### src/rtl/serneg_pkg.sv
// Shared definitions for the bit-serial two's complement negation link.
//
// Contents:
//   SERNEG_WIDTH : default number of bits per serial word
//   rx_state_t   : receiver states (IDLE, RECV, HOLD)
package serneg_pkg;

    localparam int SERNEG_WIDTH = 8;

    typedef enum logic [1:0] {
        IDLE = 2'd0,
        RECV = 2'd1,
        HOLD = 2'd2
    } rx_state_t;

endpackage : serneg_pkg

### src/rtl/serial_negate_cell.sv
// Bit-serial two's complement negation cell (LSB first).
//
// The cell copies input bits up to and including the first '1'. After that
// point it inverts every following bit. This produces -x mod 2^N. The same
// cell is meant to be reused on the transmit side.
//
// Ports:
//   clk       : system clock
//   reset     : asynchronous, active-high
//   bit_en    : the current bit is consumed; seen_one is updated
//   bit_start : the current bit is bit 0 of a word; seen_one is evaluated as 0
//   in_bit    : serial input bit
//   out_bit   : negated output bit (combinational)
//   seen_one  : seen_one value used for the current bit (after the start clear)
module serial_negate_cell (
    input  logic clk,
    input  logic reset,
    input  logic bit_en,
    input  logic bit_start,
    input  logic in_bit,
    output logic out_bit,
    output logic seen_one
);

    logic seen_one_reg;
    logic seen_one_next;

    // A start bit always begins a fresh word.
    // It must see seen_one=0 no matter what the previous word left behind.
    assign seen_one      = bit_start ? 1'b0 : seen_one_reg;
    assign out_bit       = in_bit ^ seen_one;
    assign seen_one_next = seen_one | in_bit;

    always_ff @(posedge clk or posedge reset) begin
        if (reset) begin
            seen_one_reg <= 1'b0;
        end else if (bit_en) begin
            seen_one_reg <= seen_one_next;
        end
    end

endmodule : serial_negate_cell

### src/rtl/serial_negate_rx.sv
// Receive end of the bit-serial two's complement link.
//
// The block accepts an LSB-first serial word and negates it bit-serially.
// The result is shifted into a parallel word. That word is presented on a
// valid/ready port, together with an overflow flag for the one input whose
// negation is not representable (1000..0).
//
// Ports:
//   clk       : system clock
//   reset     : asynchronous, active-high
//   in_valid  : in_bit / in_start carry a bit this cycle
//   in_start  : marks bit 0 (LSB) of a word
//   in_bit    : serial data bit, LSB first
//   in_ready  : block can accept a bit this cycle (low only in HOLD)
//   out_valid : out_data / out_ovf hold a completed word
//   out_ready : consumer takes the word this cycle
//   out_data  : -(received word) mod 2^WIDTH
//   out_ovf   : received word was 1000..0
//   frame_err : one-cycle pulse on a framing violation
module serial_negate_rx
    import serneg_pkg::*;
#(
    parameter int WIDTH = SERNEG_WIDTH
) (
    input  logic             clk,
    input  logic             reset,
    input  logic             in_valid,
    input  logic             in_start,
    input  logic             in_bit,
    output logic             in_ready,
    output logic             out_valid,
    input  logic             out_ready,
    output logic [WIDTH-1:0] out_data,
    output logic             out_ovf,
    output logic             frame_err
);

    localparam int CW = $clog2(WIDTH + 1);
    localparam logic [CW-1:0] LAST_IDX = CW'(WIDTH - 1);
    localparam logic [CW-1:0] ONE      = CW'(1);

    rx_state_t        state_reg,     state_next;
    logic [CW-1:0]    count_reg,     count_next;
    logic [WIDTH-1:0] shift_reg,     shift_next;
    logic [WIDTH-1:0] out_data_reg,  out_data_next;
    logic             out_ovf_reg,   out_ovf_next;
    logic             out_valid_reg, out_valid_next;
    logic             frame_err_reg, frame_err_next;

    logic             accept;
    logic             cell_en;
    logic             neg_bit;
    logic             seen_one;
    logic [WIDTH-1:0] shifted;

    serial_negate_cell u_cell (
        .clk       (clk),
        .reset     (reset),
        .bit_en    (cell_en),
        .bit_start (in_start),
        .in_bit    (in_bit),
        .out_bit   (neg_bit),
        .seen_one  (seen_one)
    );

    assign in_ready  = (state_reg != HOLD);
    assign accept    = in_valid && in_ready;
    // New bits enter at the MSB end. After WIDTH shifts, the first bit
    // received ends up in bit 0.
    assign shifted   = {neg_bit, shift_reg[WIDTH-1:1]};

    assign out_valid = out_valid_reg;
    assign out_data  = out_data_reg;
    assign out_ovf   = out_ovf_reg;
    assign frame_err = frame_err_reg;

    always_ff @(posedge clk or posedge reset) begin
        if (reset) begin
            state_reg     <= IDLE;
            count_reg     <= '0;
            shift_reg     <= '0;
            out_data_reg  <= '0;
            out_ovf_reg   <= 1'b0;
            out_valid_reg <= 1'b0;
            frame_err_reg <= 1'b0;
        end else begin
            state_reg     <= state_next;
            count_reg     <= count_next;
            shift_reg     <= shift_next;
            out_data_reg  <= out_data_next;
            out_ovf_reg   <= out_ovf_next;
            out_valid_reg <= out_valid_next;
            frame_err_reg <= frame_err_next;
        end
    end

    always_comb begin
        state_next     = state_reg;
        count_next     = count_reg;
        shift_next     = shift_reg;
        out_data_next  = out_data_reg;
        out_ovf_next   = out_ovf_reg;
        out_valid_next = out_valid_reg;
        frame_err_next = 1'b0;
        cell_en        = 1'b0;

        unique case (state_reg)
            IDLE: begin
                if (accept) begin
                    if (in_start) begin
                        cell_en    = 1'b1;
                        shift_next = shifted;
                        count_next = ONE;
                        state_next = RECV;
                    end else begin
                        // A bit that arrives without a word start is dropped.
                        // It must not disturb seen_one.
                        frame_err_next = 1'b1;
                    end
                end
            end

            RECV: begin
                if (accept) begin
                    cell_en    = 1'b1;
                    shift_next = shifted;
                    if (in_start) begin
                        // Restart: drop the partial word, keep this bit as bit 0.
                        frame_err_next = 1'b1;
                        count_next     = ONE;
                    end else if (count_reg == LAST_IDX) begin
                        out_data_next  = shifted;
                        // The only input with no '1' before its MSB, and a '1'
                        // in the MSB itself, is 10..0.
                        out_ovf_next   = in_bit & ~seen_one;
                        out_valid_next = 1'b1;
                        count_next     = '0;
                        state_next     = HOLD;
                    end else begin
                        count_next = count_reg + ONE;
                    end
                end
            end

            HOLD: begin
                if (out_ready) begin
                    out_valid_next = 1'b0;
                    state_next     = IDLE;
                end
            end

            default: begin
                state_next = IDLE;
            end
        endcase
    end

endmodule : serial_negate_rx

### config.mk
export PLATFORM = sky130hd
export DESIGN_NAME = serial_negate_rx
export DESIGN_NICKNAME = d
export VERILOG_FILES = /design/src/rtl/serneg_pkg.sv /design/src/rtl/serial_negate_cell.sv /design/src/rtl/serial_negate_rx.sv
export SDC_FILE = /design/constraint.sdc
export NUM_CORES = 1
export LEC_CHECK = 0
export ABC_CLOCK_PERIOD_IN_PS = 2550
export CAP_MARGIN = 15
export CORE_MARGIN = 2
export CORE_UTILIZATION = 45
export DETAILED_ROUTE_END_ITERATION = 16
export PLACE_DENSITY = 0.66
export SYNTH_ARGS = -nofsm -noshare
export SYNTH_HDL_FRONTEND = slang
export SYNTH_SLANG_ARGS = --single-unit
### constraint.sdc
create_clock -name clk -period 2.55 [get_ports clk]
set_input_delay 0.3825 -clock clk [delete_from_list [all_inputs] [get_ports clk]]
set_output_delay 0.3825 -clock clk [all_outputs]
set_load 0.005 [all_outputs]
==> metrics.txt, run 1 <==
run status=finished clean; post-synthesis instance area=1120 um2; Final Hold Fails=0; WL per Instance=13.5 um; number of nets in the synthesized netlist=90; cell count of the worst reg-to-reg path=4; Worst setup SP type=flop; horizontal die dimension=53.9 um; total number of vias=654; final hold slack=0.401 ns; IO buf count=17; CP arrival=1.49 ns; sequential cell area fraction in the yosys report=55.9%; VDD IR-drop max=0.000540 V; maximum clock skew at final layout=0.00556 ns; max reg flops=8; number of rows in the core area=18; most common cell in the netlist=sky130_fd_sc_hd__dfrtp_1; max_cap viols=0; CTS H-tree lvls=1; router iterations before antenna repair=4; cts bufs inserted=3; gpl congestion=0.682; final critical-path setup slack=0.676 ns; ratio of cells with drive above 1 in the final layout=24.5%; number of synthesized flops with an enable pin=0; antenna-violating nets left=0; top achievable clock speed=534 MHz; final worst path period share=73.5%; antenna violations before repair=0; Leakage=0.599 nW; count of distinct cell types in the synthesized netlist=26; CTS tree=done; RSZ-0062 raised after global routing=no; final number of setup-violating endpoints=0; Setup Buffers After CTS=0; Setup Slack @ Placement=0.439 ns; pin count of the biggest net entering global routing=26; CTS sink count=25; post-layout net count=112; power density relative to cell area=922 nW/um2; r2r setup slk=0.84 ns; overall track demand over capacity in global routing=15.3%; Post-Route Setup TNS=0 ns; starting density of the core=46.5%; area growth from synthesis to layout=21.0%; CORE AREA=2410 um2; Die Footprint=2900 um2; Slew HR=67.1%; Inserted Diodes=0; count of yosys warnings during synthesis=0; crit path max fanout=7; top cells by count, synth=sky130_fd_sc_hd__dfrtp_1 (25), sky130_fd_sc_hd__mux2_2 (8), sky130_fd_sc_hd__mux2_4 (8); CTS Root Buffer Type=sky130_fd_sc_hd__clkbuf_4; Syn Area/Cell=13.8 um2; post-synthesis cell type with the largest combined area=sky130_fd_sc_hd__dfrtp_1; Post-synth top flop=sky130_fd_sc_hd__dfrtp_1; maximum clock path buffer count=2; overflow left after global routing=0; synthesized instance count=81; number of gates resized after CTS=0; Worst Path Required=2.17 ns; number of register bits inferred by synthesis=25; clock latency of the later-clocked register in the worst-skew pair=0.31 ns; top-area cell type share of the netlist area=55.9%; type of destination of the critical path=output pin; post-synthesis async set-or-reset flop share=100%; hold bufs inserted after CTS=0; top cells by area in the synthesized netlist=sky130_fd_sc_hd__dfrtp_1 (56%), sky130_fd_sc_hd__mux2_4 (11%), sky130_fd_sc_hd__mux2_2 (8.0%), sky130_fd_sc_hd__ha_1 (3.4%), sky130_fd_sc_hd__nand2b_1 (2.2%); Crit Path Category=reg -> out; final critical path time including I/O delays and setup=1.87 ns; detailed-route vias per instance=4.95; drt total wl=1780 um; die extent in y=53.9 um; worst reg2reg endpoint=out_data[0]$_DFFE_PP0P_; DRC violations left=0; classification of the worst-slack hold path=in -> async; starting DRC count in detailed routing=7; first-pass GRT wire length=3150 um; worst flop-to-flop path startpoint=count_reg[0]$_DFFE_PP0P_; final count of pins violating max slew=0; post-CTS clock slew at the launch and capture registers of the worst setup and hold paths=0.13 ns; HPWL after DPL=1300 um; io pins=18; vias in the first global route=702; transition time of the tightest slew-check pin=0.492 ns
[area by class of cell]
cell class                 instances  area [um2]
clock buffer                       3        22.5
clock inverter                     1        5.00
fill                             216        1050
inverter                           4        15.0
multi-input combinational         50         464
sequential                        25         626
tap                               30        37.5
timing repair buffer              19         185
[logic make-up after synthesis]
family | count (synthesis) | synth area share (%)
compound gates | 11 | 6.48
xor+xnor | 1 | 0.782
fa+ha+maj | 3 | 3.35
buf+inv | 6 | 2.68
flops | 25 | 55.9
mux | 17 | 19.7
simple gates | 18 | 11.2
[per-layer routing]
layer	up-vias	wire length (um)	GRT usage, %
li1	323	-	-
met1	320	815	20.2
met2	9	894	24.2
met3	2	54	2.78
met4	0	14	7.69
met5	-	0	0
[stage by stage]
| step | instance area, um2 | power, W | utilization [%] | cells |
|---|---|---|---|---|
| 6_report | 1360 | 0.00125 | 56.2 | 132 |
| 3_3_place_gp | 1330 | 0.00109 | 55.1 | 128 |
| 4_1_cts | 1360 | 0.00128 | 56.2 | 132 |
| 2_1_floorplan | 1120 | 0.000881 | - | 81 |
| 5_1_grt | 1360 | 0.00135 | 56.2 | 132 |
| 3_5_place_dp | 1330 | 0.00110 | 55.1 | 128 |
[cell usage in the layout (no fill, tap or decap), types with 2 or more instances in the layout]
cell                              count
sky130_fd_sc_hd__o21ai_0              4
sky130_fd_sc_hd__o31ai_1              2
sky130_fd_sc_hd__dfrtp_1             25
sky130_fd_sc_hd__clkbuf_4             3
sky130_fd_sc_hd__nor2_1               2
sky130_fd_sc_hd__inv_1                4
sky130_fd_sc_hd__clkdlybuf4s50_1     17
sky130_fd_sc_hd__nand3b_1             2
sky130_fd_sc_hd__nand2b_1             4
sky130_fd_sc_hd__nand2_1              4
sky130_fd_sc_hd__mux2_2               8
sky130_fd_sc_hd__mux2_4               8
sky130_fd_sc_hd__buf_4                2
sky130_fd_sc_hd__ha_1                 3
[power by group]
group / switching, W / internal (W) / leakage [nW]
Clock: 0.000107 / 0.0000585 / 0.0177
Sequential: 0.0000995 / 0.000548 / 0.317
Combinational: 0.000125 / 0.000311 / 0.265
Total: 0.000332 / 0.000918 / 0.599
[worst max-delay path by stage]
stage / start / end / slack (ns) / cells past startpoint
floorplan: state_reg[1]$_DFFE_PP0P_ / out_data[1]$_DFFE_PP0P_ / 1.10 / 4
detailed placement: in_valid / out_data[0]$_DFFE_PP0P_ / 0.44 / 4
finish: state_reg[0]$_DFFE_PP0P_ / in_ready / 0.68 / 2
global placement: in_valid / out_data[0]$_DFFE_PP0P_ / 0.47 / 4
global route: state_reg[0]$_DFFE_PP0P_ / in_ready / 0.55 / 2
CTS: state_reg[0]$_DFFE_PP0P_ / in_ready / 0.65 / 2
[critical path, cell delays in order (launching register included)]
cell,delay (ns)
sky130_fd_sc_hd__dfrtp_1,0.47
sky130_fd_sc_hd__nand2b_1,0.19
sky130_fd_sc_hd__clkdlybuf4s50_1,0.52
No activity file was read; power rests on OpenSTA's default activity.
==> run 2, diff against run 1 <==
Settings changed: ABC_CLOCK_PERIOD_IN_PS 2550 to 1550, PLACE_DENSITY 0.66 to 0.69.
Clock period 2.55 ns to 1.55 ns, I/O delays scaled along.
==> run 2 against run 1 <==
Net effect:
- total power is 73% higher
- combinational power rose by 83%
- critical path depth rose by 3
- worst hold slack lost 0.17 ns
- count of clock-buffer cells in the layout stayed put
- flip-flop and latch count did not move
- global-route usage increased by 0.88 points
- highest routed layer unchanged
- non-clock buffer count grew 11
- final cell count rose by 8.3%
==> metrics.txt, run 2 (same netlist as run 1, synthesis figures left out) <==
run status=finished clean; starting DRC count in detailed routing=15; Worst Path Required=1.77 ns; HPWL after DPL=1400 um; VDD IR-drop max=0.000928 V; CP Cell Sequence=buf_4 -> and4bb_4 -> nor2b_4 -> buf_6 -> mux2_4; post-route standard cell area excluding fillers=1470 um2; RSZ-0062 raised after global routing=no; post-CTS clock slew at the launch and capture registers of the worst setup and hold paths=0.14 ns; router iterations before antenna repair=6; first-pass GRT wire length=3280 um; vias in the first global route=756; gpl congestion=0.731; max reg flops=8; pin count of the biggest net entering global routing=26; starting density of the core=46.5%; final total power=0.00217 W; CP arrival=1.72 ns; final worst path period share=96.6%; total number of vias=727; hold bufs inserted after CTS=0; antenna violations before repair=0; kind of cell adding the most delay to the critical path=simple AND/OR/NAND/NOR gates; final critical-path setup slack=0.0523 ns; number of rows in the core area=18; fin cells=143; Worst setup SP type=flop; DRC violations left=0; maximum clock skew at final layout=0.00990 ns; IO buf count=17; maximum clock path buffer count=2; cts bufs inserted=3; CTS Root Buffer Type=sky130_fd_sc_hd__clkbuf_4; max_cap viols=0; WL per Instance=13.5 um; placed instance count=136; Final Hold Fails=0; CORE AREA=2410 um2; transition time of the tightest slew-check pin=0.310 ns; overall track demand over capacity in global routing=16.2%; Crit Path Category=reg -> reg; final count of pins violating max slew=0; final critical path time including I/O delays and setup=1.50 ns; Setup Slack @ Placement=-0.210 ns; detailed-route vias per instance=5.08; Inserted Diodes=0; Slew HR=79.3%; critical path's largest stage delay=0.38 ns; clock latency of the later-clocked register in the worst-skew pair=0.32 ns; overflow left after global routing=0; Leakage=0.658 nW; crit path max fanout=6; Die Footprint=2900 um2; CTS sink count=25; commonest non-fill, non-tap cell in the layout=sky130_fd_sc_hd__dfrtp_1; drt total wl=1930 um; filler instances=200; top achievable clock speed=668 MHz; horizontal die dimension=53.9 um; type of destination of the critical path=flop; CTS H-tree lvls=1; number of buffer and inverter instances along the worst setup path=2; classification of the worst-slack hold path=in -> async; area growth from synthesis to layout=31.0%; antenna-violating nets left=0; CTS tree=done; power density relative to cell area=1480 nW/um2; Cell Area, Placed=1390 um2; highest-count cells in the layout ignoring fill and taps=sky130_fd_sc_hd__dfrtp_1 (25), sky130_fd_sc_hd__clkdlybuf4s50_1 (16), sky130_fd_sc_hd__buf_4 (11); final number of setup-violating endpoints=0; die extent in y=53.9 um; Critical-path top delay cell=sky130_fd_sc_hd__dfrtp_1; Post-Route Setup TNS=0 ns; post-layout net count=123; ratio of cells with drive above 1 in the final layout=33.6%; io pins=18
-- run 2: timing repair --
action | CTS | global route
endpoints found under the setup margin | 9 | 8
pin swaps | 0 | 2
buffers inserted | 2 | 1
resized for setup | 2 | 4
-- run 2: worst paths after layout --
| check | depth (start not counted) | to | slack, ns | from |
|---|---|---|---|---|
| setup / recovery | 5 | out_data[6]$_DFFE_PP0P_ | 0.05 | state_reg[0]$_DFFE_PP0P_ |
| hold / removal | 3 | out_valid$_DFFE_PP0P_ | 0.23 | reset |
| setup reg to reg | 5 | out_data[6]$_DFFE_PP0P_ | 0.05 | state_reg[0]$_DFFE_PP0P_ |
| hold reg to reg | 1 | count_reg[3]$_DFFE_PP0P_ | 0.48 | count_reg[3]$_DFFE_PP0P_ |
| max in group asynchronous | 3 | u_cell.seen_one_reg$_DFFE_PP0P_ | 1.08 | reset |
| min in group clk | 1 | count_reg[3]$_DFFE_PP0P_ | 0.48 | count_reg[3]$_DFFE_PP0P_ |
-- run 2: worst reg2reg max path: cells and delay by family, from the launching register on --
kind / cells / cell delay, ns
buf+inv: 2 / 0.29
simple gates: 2 / 0.42
flops: 1 / 0.38
mux: 1 / 0.30
-- run 2: layout make-up --
cell class                 instances  area [um2]  share of cell area (%)
tap                               30        37.5                    2.56
clock inverter                     1        7.51                   0.512
multi-input combinational         50         484                    33.0
sequential                        25         626                    42.7
clock buffer                       3        22.5                    1.54
timing repair buffer              30         274                    18.7
inverter                           4        15.0                    1.02
-- run 2: metrics by stage --
stage	utilization [%]	hold slack (ns)
2_1_floorplan	-	0.260
3_5_place_dp	57.6	0.481
5_1_grt	60.9	0.265
3_3_place_gp	57.6	0.463
4_1_cts	59.7	0.227
6_report	60.9	0.229
-- run 2: power by group --
group	switching, W	internal (W)
clock	0.000196	0.0000988
combinational	0.000233	0.000567
sequential	0.000170	0.000902
-- run 2: metal layers --
layer / track usage [%] / wire [um]
met3: 3.33 / 68
met5: 0 / 0
met2: 23.8 / 879
met1: 22.4 / 931
met4: 8.97 / 50
==> run 3, diff against run 2 <==
Settings changed: ABC_CLOCK_PERIOD_IN_PS 1550 to unset, CTS_CLUSTER_DIAMETER set to 200.
==> results of run 3 <==
No change in the layout: final DEF, timing and power equal those of run 2.
